[config.mk]
export PLATFORM = sky130hd
export DESIGN_NAME = param_rr_fifo_arbiter
export DESIGN_NICKNAME = d
export VERILOG_FILES = /design/src/rtl/param_rr_fifo_arbiter.sv
export SDC_FILE = /design/constraint.sdc
export NUM_CORES = 1
export LEC_CHECK = 0
export CELL_PAD_IN_SITES_DETAIL_PLACEMENT = 1
export CELL_PAD_IN_SITES_GLOBAL_PLACEMENT = 2
export CORE_AREA = 2 2 175 177
export CTS_CLUSTER_DIAMETER = 80
export DETAILED_ROUTE_END_ITERATION = 8
export DIE_AREA = 0 0 177 179
export GPL_TIMING_DRIVEN = 0
export PLACE_DENSITY_LB_ADDON = 0.1
export SYNTH_ARGS = -nofsm -noshare
export SYNTH_HDL_FRONTEND = slang
export SYNTH_SLANG_ARGS = --single-unit
[constraint.sdc]
create_clock -name clk -period 3.4 [get_ports clk]
set_input_delay 0.34 -clock clk [delete_from_list [all_inputs] [get_ports clk]]
set_output_delay 0.34 -clock clk [all_outputs]
set_load 0.02 [all_outputs]
[src/rtl/param_rr_fifo_arbiter.sv]
// Per-channel circular FIFOs feeding one registered output slot.
// A work-conserving round-robin arbiter picks which channel fills the slot.
module param_rr_fifo_arbiter #(
    parameter int N      = 4,
    parameter int DATA_W = 8,
    parameter int DEPTH  = 8
) (
    input  logic                    clk,
    input  logic                    rst_n,
    input  logic [N-1:0]            wen,
    input  logic [N*DATA_W-1:0]     din,
    input  logic                    ready,
    output logic [DATA_W-1:0]       dout,
    output logic                    valid,
    output logic [$clog2(N)-1:0]    grant,
    output logic [N-1:0]            full,
    output logic [N-1:0]            empty,
    output logic [N-1:0]            wr_err
);

    localparam int GW = $clog2(N);
    localparam int AW = $clog2(DEPTH);
    localparam int PW = AW + 1;

    // Handshake: the output slot loads whenever it is empty (valid=0) or the
    // downstream takes the current word (ready=1); otherwise it holds.
    logic [DATA_W-1:0] mem [N][DEPTH];
    logic [PW-1:0]     wr_ptr [N];
    logic [PW-1:0]     rd_ptr [N];
    logic [GW-1:0]     rr_ptr;
    logic [GW-1:0]     sel;
    logic [GW-1:0]     sel_next;
    logic [GW:0]       idx_w;
    logic [GW-1:0]     idx;
    logic              sel_found;
    logic              load;
    logic [N-1:0]      wr_ok;
    logic [N-1:0]      pop;
    logic [DATA_W-1:0] head;

    for (genvar i = 0; i < N; i++) begin : g_flags
        assign empty[i] = (wr_ptr[i] == rd_ptr[i]);
        assign full[i]  = (wr_ptr[i][AW] != rd_ptr[i][AW]) &&
                          (wr_ptr[i][AW-1:0] == rd_ptr[i][AW-1:0]);
    end

    assign load  = !valid || ready;
    assign wr_ok = wen & ~full;

    // Search rr_ptr, rr_ptr+1, ... mod N for the first non-empty channel.
    always_comb begin
        sel_found = 1'b0;
        sel       = '0;
        idx_w     = '0;
        idx       = '0;
        for (int k = 0; k < N; k++) begin
            idx_w = {1'b0, rr_ptr} + (GW+1)'(k);
            if (idx_w >= (GW+1)'(N)) begin
                idx_w = idx_w - (GW+1)'(N);
            end
            idx = idx_w[GW-1:0];
            if (!sel_found && !empty[idx]) begin
                sel_found = 1'b1;
                sel       = idx;
            end
        end
    end

    assign sel_next = (sel == GW'(N-1)) ? '0 : sel + GW'(1);
    assign head     = mem[sel][rd_ptr[sel][AW-1:0]];

    always_comb begin
        pop = '0;
        if (load && sel_found) begin
            pop[sel] = 1'b1;
        end
    end

    // Storage is deliberately not reset; pointer reset alone hides old words.
    always_ff @(posedge clk) begin
        for (int i = 0; i < N; i++) begin
            if (wr_ok[i]) begin
                mem[i][wr_ptr[i][AW-1:0]] <= din[i*DATA_W +: DATA_W];
            end
        end
    end

    always_ff @(posedge clk or negedge rst_n) begin
        if (!rst_n) begin
            for (int i = 0; i < N; i++) begin
                wr_ptr[i] <= '0;
                rd_ptr[i] <= '0;
            end
        end else begin
            for (int i = 0; i < N; i++) begin
                if (wr_ok[i]) begin
                    wr_ptr[i] <= wr_ptr[i] + PW'(1);
                end
                if (pop[i]) begin
                    rd_ptr[i] <= rd_ptr[i] + PW'(1);
                end
            end
        end
    end

    always_ff @(posedge clk or negedge rst_n) begin
        if (!rst_n) begin
            dout   <= '0;
            valid  <= 1'b0;
            grant  <= '0;
            rr_ptr <= '0;
            wr_err <= '0;
        end else begin
            wr_err <= wen & full;
            if (load) begin
                if (sel_found) begin
                    dout   <= head;
                    grant  <= sel;
                    valid  <= 1'b1;
                    rr_ptr <= sel_next;
                end else begin
                    dout  <= '0;
                    valid <= 1'b0;
                end
            end
        end
    end

endmodule

* Word-level counts from Yosys, hierarchy flattened
Memory sizes are Yosys's and may differ from the RTL's. Index checks and enable logic that the tools add are counted.
Word-level totals: bits in latches 0, bits of input ports 39, memories 1, ROM bits 0, RAM bits 256, word-level logic and storage cells 141, output and inout port bits 23, register bits after elaboration 49
Memories:
- mem | depth 4, bits a word 64, rd ports 1, clocked after memory_dff 0, wr ports 4, line 27 | logic [DATA_W-1:0] mem [N][DEPTH];
Cells by class: add/subtract/negate cells 16, shift operators 0, divide/modulo/power cells 0, order comparisons 20, eq/ne operators 13, mux-type cells 48, reductions and logical operators 21, $mul 0, bitwise logic cells 9
Operator list (number):
- $mux 64 | 4
- $demux 8 s3 | 4
- $mux 8 | 7
- $add 4x1->4 const B | 8
- $bmux 8 s3 | 1
- $ge 4x4->1 const B | 5
- $not 3->4 | 5
- $mux 2 | 9
- $eq 4x4->1 | 4
- $lt 4x1->1 const B | 4
- $lt 2x3->1 const B | 5
- $mux 1 | 14
- $logic_and 1x1->1 | 13
- $eq 3x3->1 | 4
- $ge 3x3->1 const B | 4
- $and 4x4->4 | 2
- $bmux 1 s2 | 4
- $bmux 4 s2 | 1
- $sub 2x1->2 const B | 4
- $add 2x2->3 const B | 2
- $logic_not 1->1 | 6
- $mux 3 | 2
- $mux 4 | 1
- $ne 1x1->1 | 4
- 10 further kinds | 10

* Depth between registers and ports, before layout
word-level depth 23, mapped depth 15, gate-level depth less buffers 10

* Worst setup path before layout
No wires, ideal clock.
path type reg-to-reg, start register rd_ptr[9] (netlist bit), end register rd_ptr[13] (netlist bit), library setup time 0.125 ns, period minus slack after synthesis 3.091 ns, arrival 2.967 ns, setup slack 0.309 ns, path buffers 3, stages on the path, launching flop included 13, data required time 3.275 ns, cell sequence dfrtp_1 -> buf_2 -> xor2_1 -> nor4_2 -> o21ai_0 -> a21oi_1 -> o22a_1 -> clkbuf_1 -> inv_2 -> clkbuf_1 -> ha_1 -> nand2_1 -> mux2_2
On the way: word-level cells in the longest chain between the ends 17, elaborated cells between the ends (all ways) 32, classes of those cells order compare (2); eq/ne (1); mux (19); reduce/logical (10)
RTL lines:
- from (decl) | line 29 | logic [PW-1:0] rd_ptr [N];
- from (signal, indexed assignment) | line 100 | rd_ptr[i] <= rd_ptr[i] + PW'(1);
- $eq 4x4->1 * | line 42 | assign empty[i] = (wr_ptr[i] == rd_ptr[i]);
- named net empty[1] | line 17 | output logic [N-1:0] empty,
- $bmux 1 s2 | line 62 | if (!sel_found && !empty[idx]) begin
- $mux 1 (not written as such) | line 62
- $logic_not 1->1 | line 62
- $logic_and 1x1->1 | line 62
- $mux 1 | line 62
- $logic_not 1->1 | line 62
- [... 2 more ...]
- $logic_not 1->1 | line 62
- $logic_and 1x1->1 | line 62
- $mux 2 | line 62
- $lt 2x3->1 (not written as such) / $ge 2x1->1 (equally long branches) | line 75 | pop[sel] = 1'b1;
- $logic_and 1x1->1 (not written as such) | line 75
- $mux 1 (not written as such) | line 75
- $demux 1 s2 | line 75
- $mux 4 * | line 74 | if (load && sel_found) begin
Mark *: on every way through the listed nets, which the timed path passes. The rest lies on a longest branch. The select of a mux whose other input is x is not followed. A chain may end at the register's enable or synchronous reset.

* Worst setup path in the final report
start register wr_ptr[0] (netlist bit), end register dout[0]
On the way: word-level cells in the longest chain between the ends 21, elaborated cells between the ends (all ways) 35, classes of those cells eq/ne (1); mux (23); bitwise (2); reduce/logical (8); memory (1)
RTL lines:
- from (decl) | line 28 | logic [PW-1:0] wr_ptr [N];
- from (signal, indexed assignment) | line 97 | wr_ptr[i] <= wr_ptr[i] + PW'(1);
- $eq 4x4->1 * | line 42
- $bmux 1 s2 | line 62
- $mux 1 (not written as such) | line 62
- $logic_not 1->1 | line 62
- $logic_and 1x1->1 | line 62
- $mux 1 | line 62
- $logic_not 1->1 | line 62
- $logic_and 1x1->1 | line 62
- [... 3 more ...]
- $mux 2 | line 62
- $not 2->3 (not written as such) | line 70 | assign head = mem[sel][rd_ptr[sel][AW-1:0]];
- $bmux 4 s2 | line 70
- $mux 3 (not written as such) (2 in a row) | line 70
- $not 3->4 (not written as such) | line 70
- $bmux 8 s3 | line 70
- $mux 8 (not written as such) (2 in a row) | line 70
- $mux 8 * | line 116 | if (sel_found) begin
- to (signal assigned) | line 108 | dout <= '0;
- to (signal assigned) | line 117 | dout <= head;
- to (signal assigned) | line 122 | dout <= '0;
- to (decl) | line 13 | output logic [DATA_W-1:0] dout,
Every way passes the cells marked *; elsewhere a longest branch is shown, timed or not. The select of a mux whose other input is x is not followed.

==> flow_summary.toml <==
[clock_network]
clk_latency_ns = 0.51
clk_pin_slew_worst_paths_ns = 0.06
cts-root-buf = "clkbuf_16"
clk_path_buf_depth = 3
cts_made_buffers = 34
cts_tree = "built"
cts_sinks = 305
postCtsSetupBuffers = 0
htreeDepth = 2

[worst_setup_path]
crit_chain = "clkbuf_2 > xor2_1 > nor4b_4 > o21ai_0 > o211a_1 > buf_6 > buf_6 > clkbuf_2 > o2111ai_1 > nand4_1 > mux2i_1 > o21ai_1"
crit_fanout = 10
path_buf_inv = 4
critPathKind = "flop to flop"
cp-end-kind = "flop"
cpPeakStageDelay_ns = 0.45
crit_family = "compound AO/OA/AOI/OAI gates"
cp-start-kind = "flop"
cpMaxStageDelayCell = "nor4b_4"
worstPathArrival_ns = 3.66
required_ns = 3.79

[placement]
io_buffers = 61
place_hpwl_um = 25300
place.gp.congestion = 0.882
dp_cells = 1297

[sta]
tightest_slew_ns = 1.25
period_needed_ns = 3.27
period_share = 0.961
fmax_mhz = 306
grt_setup_unrepaired = "true"
whs_ns = 0.418
skew_ns = 0.0114
slew-limit-headroom = 0.158
maxSlewViolCount = 0
hold_violations = 0
final-setup-viol-count = 0

[route]
drc_errors = 0
drtAntennaViolNets = 0
via_count = 7245
route.detailed.wl_per_inst_um = 24.3
drtIter0Drc = 436
wirelength_um = 33100
vias_per_cell = 5.34
first_pass_iters = 4

[synth]
synth_warnings = 0
ys_seq_area_frac = 0.689
syn_avg_cell_area_um2 = 15.4
synth_ff_type = "edfxtp_1"
synth_area_um2 = 12900
async_flop_share = 0.161
ys_ff_latch = 305
syn-instance-count = 839
synth_edf_count = 256
synth_nets = 890
synthDistinctLibCells = 40

[global_routing]
antenna_found_initial = 0
grt_pass1_wl_um = 48800
grt.overflow.total = 0
grt_pass1_vias = 7720
grt_max_degree = 31
grt_usage = 0.215

[cells_and_area]
fin_util = 0.505
multi_input_area_um2 = 3800
fillers = 2934
antenna_cells = 0
area_delta_synth_final_pct = 17.3
regArea_um2 = 8910
drive_gt1_frac = 0.137
fin_cells = 1358
fin_nets = 987

[die]
ioPinCount = 62
die_h_um = 179
dieArea_um2 = 31700
core_um2 = 30000
num_rows = 64
die_width_um = 177
initial_utilization = 0.431

[pwr]
intPower_w = 0.00943
power_frac_seq = 0.342
vdd_drop_max_uv = 497
power_leakage_nw = 5.45
switchingPower_w = 0.00598
clock_power_share = 0.224
power_frac_comb = 0.434
finalPower_w = 0.0154
p_sw_frac = 0.388
p_per_area_nw_per_um2 = 1020

[run_status]
status = "finished clean"

[worst_hold_path]
hold_path_class = "input port to flop"

[flow_run]
maxCapViolCount = 0
[path summary, 6_finish.rpt]
check                          start          to  slack, ns  depth (start not counted)
max in group asynchronous      rst_n  rd_ptr[12]       2.37                          3
min in group asynchronous      rst_n   wr_ptr[4]       0.45                          2
hold / removal                wen[3]   wr_err[3]       0.42                          2
setup / recovery           wr_ptr[0]     dout[0]       0.13                         12
hold reg to reg            rd_ptr[7]   rd_ptr[7]       0.49                          1
setup reg to reg           wr_ptr[0]     dout[0]       0.13                         12
[through the flow]
| stage | TNS, ns | setup slack [ns] | area, µm² |
|---|---|---|---|
| after floorplan | 0 | 0.309 | 12900 |
| after global placement | -1.56 | -0.258 | 14000 |
| after detailed placement | -2.76 | -0.295 | 14100 |
| after CTS | 0 | 0.00377 | 15100 |
| after global routing | -0.00712 | -0.00712 | 15200 |
| final | 0 | 0.132 | 15200 |
[layout by cell type, fill, tap and decap left out, types with 3 or more instances in the layout]
| cell | instances |
|---|---|
| o21ai_1 | 8 |
| buf_2 | 12 |
| nor2b_1 | 4 |
| nor3_1 | 9 |
| clkbuf_16 | 34 |
| o2111ai_1 | 31 |
| nor2_1 | 31 |
| buf_4 | 3 |
| mux2_4 | 3 |
| clkinv_2 | 5 |
| nand2_1 | 67 |
| xnor2_1 | 20 |
| clkbuf_2 | 6 |
| edfxtp_1 | 256 |
| clkinv_1 | 3 |
| o21ai_0 | 5 |
| nand4_1 | 16 |
| and2_1 | 4 |
| inv_1 | 4 |
| nand3_1 | 42 |
| buf_6 | 5 |
| ha_1 | 12 |
| dfrtp_1 | 48 |
| clkdlybuf4s50_1 | 60 |
| nand2b_1 | 13 |
| xor2_1 | 18 |
| mux2_2 | 40 |
| mux2i_1 | 136 |
| clkbuf_1 | 33 |
[worst reg2reg max path, delay by kind of cell (launching register included)]
kind | cells | cell delay (ns)
buffers and inverters | 4 | 0.72
flip-flops | 1 | 0.38
AND/OR/NAND/NOR | 2 | 0.66
XOR/XNOR | 1 | 0.24
AO/OA/AOI/OAI | 4 | 0.85
multiplexers | 1 | 0.29
[kinds of logic (layout without fill, tap and decap cells)]
logic type	after synthesis	after routing	synth area share
DFF	305	305	0.689
and+or+nand+nor	196	196	0.0729
muxes	182	182	0.148
buffers and inverters	53	176	0.0202
AOI/OAI and AO/OA	52	52	0.0316
xor gates and xnor gates	39	39	0.0264
adders and majority gates	12	12	0.0116
[state kept, by name, summed over array words and instances, names as in the netlist]
signal  flops
wr_ptr     16
dout        8
valid       1
rd_ptr     16
mem       256
wr_err      4
rr_ptr      2
grant       2
[layer usage]
metal / vias to the layer above / routed length, µm / track usage / share of wire
met4: 0 / 861 / 0.0661 / 0.026
li1: 3390 / - / - / -
met5: - / 0 / 0 / 0
met2: 128 / 17800 / 0.401 / 0.54
met3: 44 / 1080 / 0.0261 / 0.033
met1: 3683 / 13300 / 0.257 / 0.40
[cell type report]
type                       count  area share
timing repair buffer          63      0.0424
tap                          396      0.0327
buffer                        46      0.0160
multi-input combinational    481       0.250
clock buffer                  47      0.0600
sequential                   305       0.588
clock inverter                15     0.00957
inverter                       5     0.00124
[synth_stat cells, types with 8 or more instances]
library cell    n  area [µm²]
edfxtp_1      256        7690
mux2i_1       137        1370
nand2_1        67         251
dfrtp_1        49        1230
nand3_1        42         210
mux2_2         40         450
o2111ai_1      32         280
nor2_1         31         116
clkbuf_1       29         109
xnor2_1        21         184
xor2_1         18         158
nand4_1        16         100
nand2b_1       13        81.3
ha_1           12         150
buf_2          11        55.1
nor3_1         10        50.1
o21ai_1         8        40.0
[timing repair]
| item | CTS | global route |
|---|---|---|
| endpoints found under the setup margin | 20 | 24 |
| hold buffers | 1 | 0 |
| hold endpoints to repair | 29 | 0 |
| gates resized for setup | 5 | 13 |
[power groups by stage]
stage	logic (W)	registers (W)	clock network, W
after floorplan	0.00435	0.00527	0
after global placement	0.00655	0.00529	0
after detailed placement	0.00667	0.00533	0
after CTS	0.00678	0.00526	0.00355
after global routing	0.00720	0.00535	0.00368
final	0.00669	0.00527	0.00346
Note: power is estimated with default switching activity, not from simulation.
